<file path="src/rtl/uart_tx_scheduler.sv">
// uart_tx_scheduler: round-robin arbiter that shares one 8N1 UART TX line and
// one baud generator between NUM_REQ byte requesters.
// Optional even parity bit after the data bits: define TX_PARITY_EN.
module uart_tx_scheduler #(
  parameter int unsigned NUM_REQ    = 4,
  parameter int unsigned DATA_WIDTH = 8,
  parameter int unsigned STOP_BITS  = 1
) (
  input  logic                          clk,
  input  logic                          reset,
  input  logic [NUM_REQ-1:0]            req,
  input  logic [NUM_REQ*DATA_WIDTH-1:0] data_in,
  output logic [NUM_REQ-1:0]            grant,
  input  logic                          baud_tick,
  output logic                          baud_en,
  output logic                          tx,
  output logic                          busy,
  output logic [$clog2(NUM_REQ)-1:0]    owner,
  output logic                          done
);

  localparam int unsigned PW = $clog2(NUM_REQ);
  localparam int unsigned BW = (DATA_WIDTH > 1) ? $clog2(DATA_WIDTH) : 1;
  localparam int unsigned SW = 1;

`ifdef TX_PARITY_EN
  typedef enum logic [2:0] {S_IDLE, S_SYNC, S_START, S_DATA, S_PAR, S_STOP} state_t;
`else
  typedef enum logic [2:0] {S_IDLE, S_SYNC, S_START, S_DATA, S_STOP} state_t;
`endif

  state_t                  state_q, state_d;
  logic [PW-1:0]           ptr_q, ptr_d;
  logic [DATA_WIDTH-1:0]   shreg_q, shreg_d;
  logic [BW-1:0]           bit_idx_q, bit_idx_d;
  logic [SW-1:0]           stop_cnt_q, stop_cnt_d;
  logic [NUM_REQ-1:0]      grant_d;
  logic                    baud_en_d, tx_d, busy_d, done_d;
  logic [PW-1:0]           owner_d;
  logic                    win_found;
  logic [PW-1:0]           win_idx;
  logic [PW-1:0]           cand;
  logic [DATA_WIDTH-1:0]   win_byte;
`ifdef TX_PARITY_EN
  logic                    parity_q, parity_d;
`endif

  // Round-robin pick: first pending request above the pointer, wrapping.
  always_comb begin
    win_found = 1'b0;
    win_idx   = '0;
    cand      = '0;
    for (int unsigned k = 1; k <= NUM_REQ; k++) begin
      cand = PW'((32'(ptr_q) + k) % NUM_REQ);
      if (!win_found && req[cand]) begin
        win_found = 1'b1;
        win_idx   = cand;
      end
    end
    win_byte = data_in[32'(win_idx)*DATA_WIDTH +: DATA_WIDTH];
  end

  // Next-state and next-output logic; the grant cycle itself ignores baud_tick.
  always_comb begin
    state_d    = state_q;
    ptr_d      = ptr_q;
    shreg_d    = shreg_q;
    bit_idx_d  = bit_idx_q;
    stop_cnt_d = stop_cnt_q;
    grant_d    = '0;
    baud_en_d  = baud_en;
    tx_d       = tx;
    busy_d     = busy;
    owner_d    = owner;
    done_d     = 1'b0;
`ifdef TX_PARITY_EN
    parity_d   = parity_q;
`endif
    case (state_q)
      S_IDLE: begin
        tx_d = 1'b1;
        if (win_found) begin
          grant_d   = NUM_REQ'(1) << win_idx;
          shreg_d   = win_byte;
          owner_d   = win_idx;
          ptr_d     = win_idx;
          baud_en_d = 1'b1;
          busy_d    = 1'b1;
          state_d   = S_SYNC;
`ifdef TX_PARITY_EN
          parity_d  = ^win_byte;
`endif
        end
      end
      S_SYNC: begin
        if (baud_tick && (grant == '0)) begin
          state_d = S_START;
          tx_d    = 1'b0;
        end
      end
      S_START: begin
        if (baud_tick) begin
          state_d   = S_DATA;
          tx_d      = shreg_q[0];
          shreg_d   = shreg_q >> 1;
          bit_idx_d = '0;
        end
      end
      S_DATA: begin
        if (baud_tick) begin
          if (bit_idx_q == BW'(DATA_WIDTH-1)) begin
`ifdef TX_PARITY_EN
            state_d    = S_PAR;
            tx_d       = parity_q;
`else
            state_d    = S_STOP;
            tx_d       = 1'b1;
            stop_cnt_d = '0;
`endif
          end else begin
            bit_idx_d = bit_idx_q + 1'b1;
            tx_d      = shreg_q[0];
            shreg_d   = shreg_q >> 1;
          end
        end
      end
`ifdef TX_PARITY_EN
      S_PAR: begin
        if (baud_tick) begin
          state_d    = S_STOP;
          tx_d       = 1'b1;
          stop_cnt_d = '0;
        end
      end
`endif
      S_STOP: begin
        if (baud_tick) begin
          if (stop_cnt_q == SW'(STOP_BITS-1)) begin
            state_d   = S_IDLE;
            baud_en_d = 1'b0;
            busy_d    = 1'b0;
            done_d    = 1'b1;
          end else begin
            stop_cnt_d = stop_cnt_q + 1'b1;
          end
        end
      end
      default: begin
        state_d = S_IDLE;
        tx_d    = 1'b1;
      end
    endcase
  end

  // State and registered outputs; reset abandons any frame in flight.
  always_ff @(posedge clk) begin
    if (reset) begin
      state_q    <= S_IDLE;
      ptr_q      <= PW'(NUM_REQ-1);
      shreg_q    <= '0;
      bit_idx_q  <= '0;
      stop_cnt_q <= '0;
      grant      <= '0;
      baud_en    <= 1'b0;
      tx         <= 1'b1;
      busy       <= 1'b0;
      owner      <= '0;
      done       <= 1'b0;
`ifdef TX_PARITY_EN
      parity_q   <= 1'b0;
`endif
    end else begin
      state_q    <= state_d;
      ptr_q      <= ptr_d;
      shreg_q    <= shreg_d;
      bit_idx_q  <= bit_idx_d;
      stop_cnt_q <= stop_cnt_d;
      grant      <= grant_d;
      baud_en    <= baud_en_d;
      tx         <= tx_d;
      busy       <= busy_d;
      owner      <= owner_d;
      done       <= done_d;
`ifdef TX_PARITY_EN
      parity_q   <= parity_d;
`endif
    end
  end

endmodule

</file>
<file path="config.mk">
export PLATFORM = sky130hd
export DESIGN_NAME = uart_tx_scheduler
export DESIGN_NICKNAME = d
export VERILOG_FILES = /design/src/rtl/uart_tx_scheduler.sv
export SDC_FILE = /design/constraint.sdc
export NUM_CORES = 1
export LEC_CHECK = 0
export ABC_CLOCK_PERIOD_IN_PS = 1700
export CAP_MARGIN = 10
export CORE_MARGIN = 5
export CORE_UTILIZATION = 47
export CTS_CLUSTER_SIZE = 10
export DETAILED_ROUTE_END_ITERATION = 6
export PLACE_DENSITY = 0.8
export SETUP_SLACK_MARGIN = 0.02
export SLEW_MARGIN = 25
export SYNTH_ARGS = -nofsm -noshare
export SYNTH_HDL_FRONTEND = slang
export SYNTH_SLANG_ARGS = --single-unit
export TNS_END_PERCENT = 5
</file>
<file path="constraint.sdc">
create_clock -name clk -period 1.7 [get_ports clk]
set_input_delay 0.425 -clock clk [delete_from_list [all_inputs] [get_ports clk]]
set_output_delay 0.425 -clock clk [all_outputs]
set_load 0.01 [all_outputs]
</file>
==> summary.txt <==
die height = 68.4 um
DPL Wire Length = 3.36 mm
Tmin final = 1640 ps
Worst-Skew Late Latency = 320 ps
dpl ws = -658 ps
largest net degree at the start of global routing = 19
fin worst setup slack = 62.7 ps
Synth-to-Final Area Change = 54.7%
initial core utilization = 0.484
DRT iter0 DRCs = 150
Fin Hold WS = 463 ps
fin crit share = 0.963
post-route clock skew = 4.73 ps
Setup crit end = grant[3]
floorplan row count = 21
sequential-to-total area share from yosys stat = 0.312
r2r setup slk = 110 ps
yosys warns = 0
Worst Setup Path Type = reg -> out
clk slew on worst S/H paths = 130 ps
Final setup viols = 0
I/O pin cnt = 49
IO Port Bufs = 48
number of synthesized flops with an enable pin = 0
Fillers = 261
residual DRC count = 0
CTS Buf Count = 3
CTS root buf = clkbuf_4
Layout Cells excl Fill = 316
CTS tree = done
type of destination of the critical path = output pin
combinational power share = 0.456
number of cells on the critical path = 1
outcome = finished, final reports clean
switching share of power = 0.332
Die Footprint = 4680 um2
Data arrival, critical path = 1210 ps
Max VDD drop = 389 uV
via-per-instance ratio = 5.58
CTS HTree Levels = 1
Pleak = 1.08 nW
Longest Clk Path Bufs = 2
Multi-input gate area = 1070 um2
Vias = 1764
critical path peak fanout = 3
drt wl/cell = 13.9 um
CP Data Required Time = 1270 ps
Antenna diodes = 0
total power = 1.81 mW
switching power = 0.601 mW
Startpoint Class = register
Power Density = 730 nW/um2
Pint = 1.21 mW
CP max stage delay = 530 ps
worst slew pin tran = 371 ps
Routed Antenna Nets = 0
Min-Delay Path Class = reg -> reg
Seq cells post-synth = 25
CP top delay family = buffers and inverters
Tot GR Track Use = 0.195
grt ovf = 0
final core utilization = 0.749
DR pass1 iterations = 4
r2r endpoint = shreg_q[6]
RSZ-0062 raised after global routing = true
f_max = 611 MHz
# nets final = 312
CP Buf/Inv Count = 1
maxcap violations = 0
slowest CP cell = clkdlybuf4s50_1
sequential power share = 0.396
dpl cells = 311
FFs w/ async S/R, synth = 0
initial antenna violation count = 0
first-pass GRT wire length = 7.13 mm
Setup crit start = grant[3]
vias in the first global route = 1632
syn_nets = 241
chip width = 68.4 um
DP Area = 2340 um2
most used flip-flop cell after synthesis = dfxtp_1
Final Hold Fails = 0
cell area after layout = 2480 um2
Routed WL = 4.38 mm
Post-Syn Area = 1600 um2
worst reg2reg path startpoint = ptr_q[0]
Core ar. = 3310 um2
Post-CTS Hold Buffers = 0
post-synth cell types = 42
share of layout cells above drive strength 1 = 0.252
routability cong. = 0.885
Slew HR = 0.751
syn avg cell area = 8.01 um2
FF/Latch Area = 509 um2
Clock Sinks = 25
cells after synthesis = 200
clock power share = 0.148
setup TNS = 0 ps
CP Cell Sequence = clkdlybuf4s50_1
Pins Over Slew Limit = 0
R2R depth = 6
[state kept, by name (all words and copies together) (netlist names)]
name and cells:
shreg_q 8, grant 4, bit_idx_q 3, state_q 3, owner 2, ptr_q 2
busy 1, done 1, tx 1
[cell usage after synthesis, types with 7 or more instances]
master	number	area share
a21oi_1	16	0.050
a31oi_1	15	0.059
and4_1	8	0.044
clkbuf_1	8	0.019
dfxtp_1	25	0.31
inv_1	8	0.019
mux2_4	7	0.066
nand2_1	15	0.035
nand2b_1	7	0.027
nand3_1	17	0.053
nor2_1	12	0.028
o21ai_0	8	0.025
o21bai_1	8	0.037
[cells by family (layout without fill, tap and decap cells)]
logic type                 count (synthesis)  after routing  share of synthesized area
muxes                                     10             10                     0.0851
adders and majority gates                  2              2                     0.0156
and+or+nand+nor                           82             82                      0.292
DFF                                       25             25                      0.312
AOI/OAI and AO/OA                         59             59                      0.233
buffers and inverters                     22             92                     0.0617
[power by group through the flow]
stage	logic (mW)	clock network [mW]	registers [mW]
after floorplan	0.433	0	0.716
after global placement	0.755	0	0.719
after detailed placement	0.771	0	0.720
after CTS	0.809	0.270	0.710
after global routing	0.897	0.307	0.729
final	0.827	0.268	0.717
[layout make-up]
class | instances | share of cell area
clock buffers | 4 | 0.0106
inverters | 8 | 0.0121
multi-input cells | 153 | 0.432
flip-flops and latches | 25 | 0.205
well taps | 46 | 0.0232
repair buffers | 80 | 0.317
[routing by layer]
layer / up-vias / track usage / part of all wire
met2: 50 / 0.352 / 0.52
met3: 8 / 0.0246 / 0.058
li1: 891 / - / -
met1: 815 / 0.240 / 0.41
met5: - / 0 / 0
met4: 0 / 0.0546 / 0.010
[worst min-delay path by stage]
stage / start / to / slack (ps) / depth (start not counted)
final: bit_idx_q[1] / bit_idx_q[1] / 460 / 2
after global routing: bit_idx_q[2] / bit_idx_q[2] / 510 / 2
after CTS: bit_idx_q[1] / bit_idx_q[1] / 470 / 2
after detailed placement: bit_idx_q[1] / bit_idx_q[1] / 450 / 2
after global placement: bit_idx_q[2] / bit_idx_q[2] / 440 / 2
after floorplan: bit_idx_q[1] / bit_idx_q[1] / 440 / 2
[timing repair]
item	in CTS	in global routing
cloned	0	0
endpoints found under the hold margin	0	0
pin swaps	4	0
gates resized for setup	15	19
setup endpoints to repair	18	17
buffers inserted	1	0
[tightest hold or removal path, cell delays in order (launching register included)]
cell and delay (ps):
dfxtp_1 340, nand2_1 50, a21oi_1 50
[cell usage in the layout, fill, tap and decap left out, types with 3 or more instances in the layout]
cell and count:
clkdlybuf4s50_1 39, buf_4 26, dfxtp_1 18, nand3_1 17, a31oi_1 15, nand2_1 14, a21oi_1 14, nor2_1 11
and4_1 8, inv_1 8, o21bai_1 8, nand2b_1 7, mux2_4 7, dfxtp_2 7, o21ai_0 6, dlymetal6s2s_1 5
dlygate4sd2_1 4, buf_12 4, o211ai_1 3, nor3_1 3, nand4_1 3, clkbuf_4 3
Note: power is estimated with default switching activity, not from simulation.
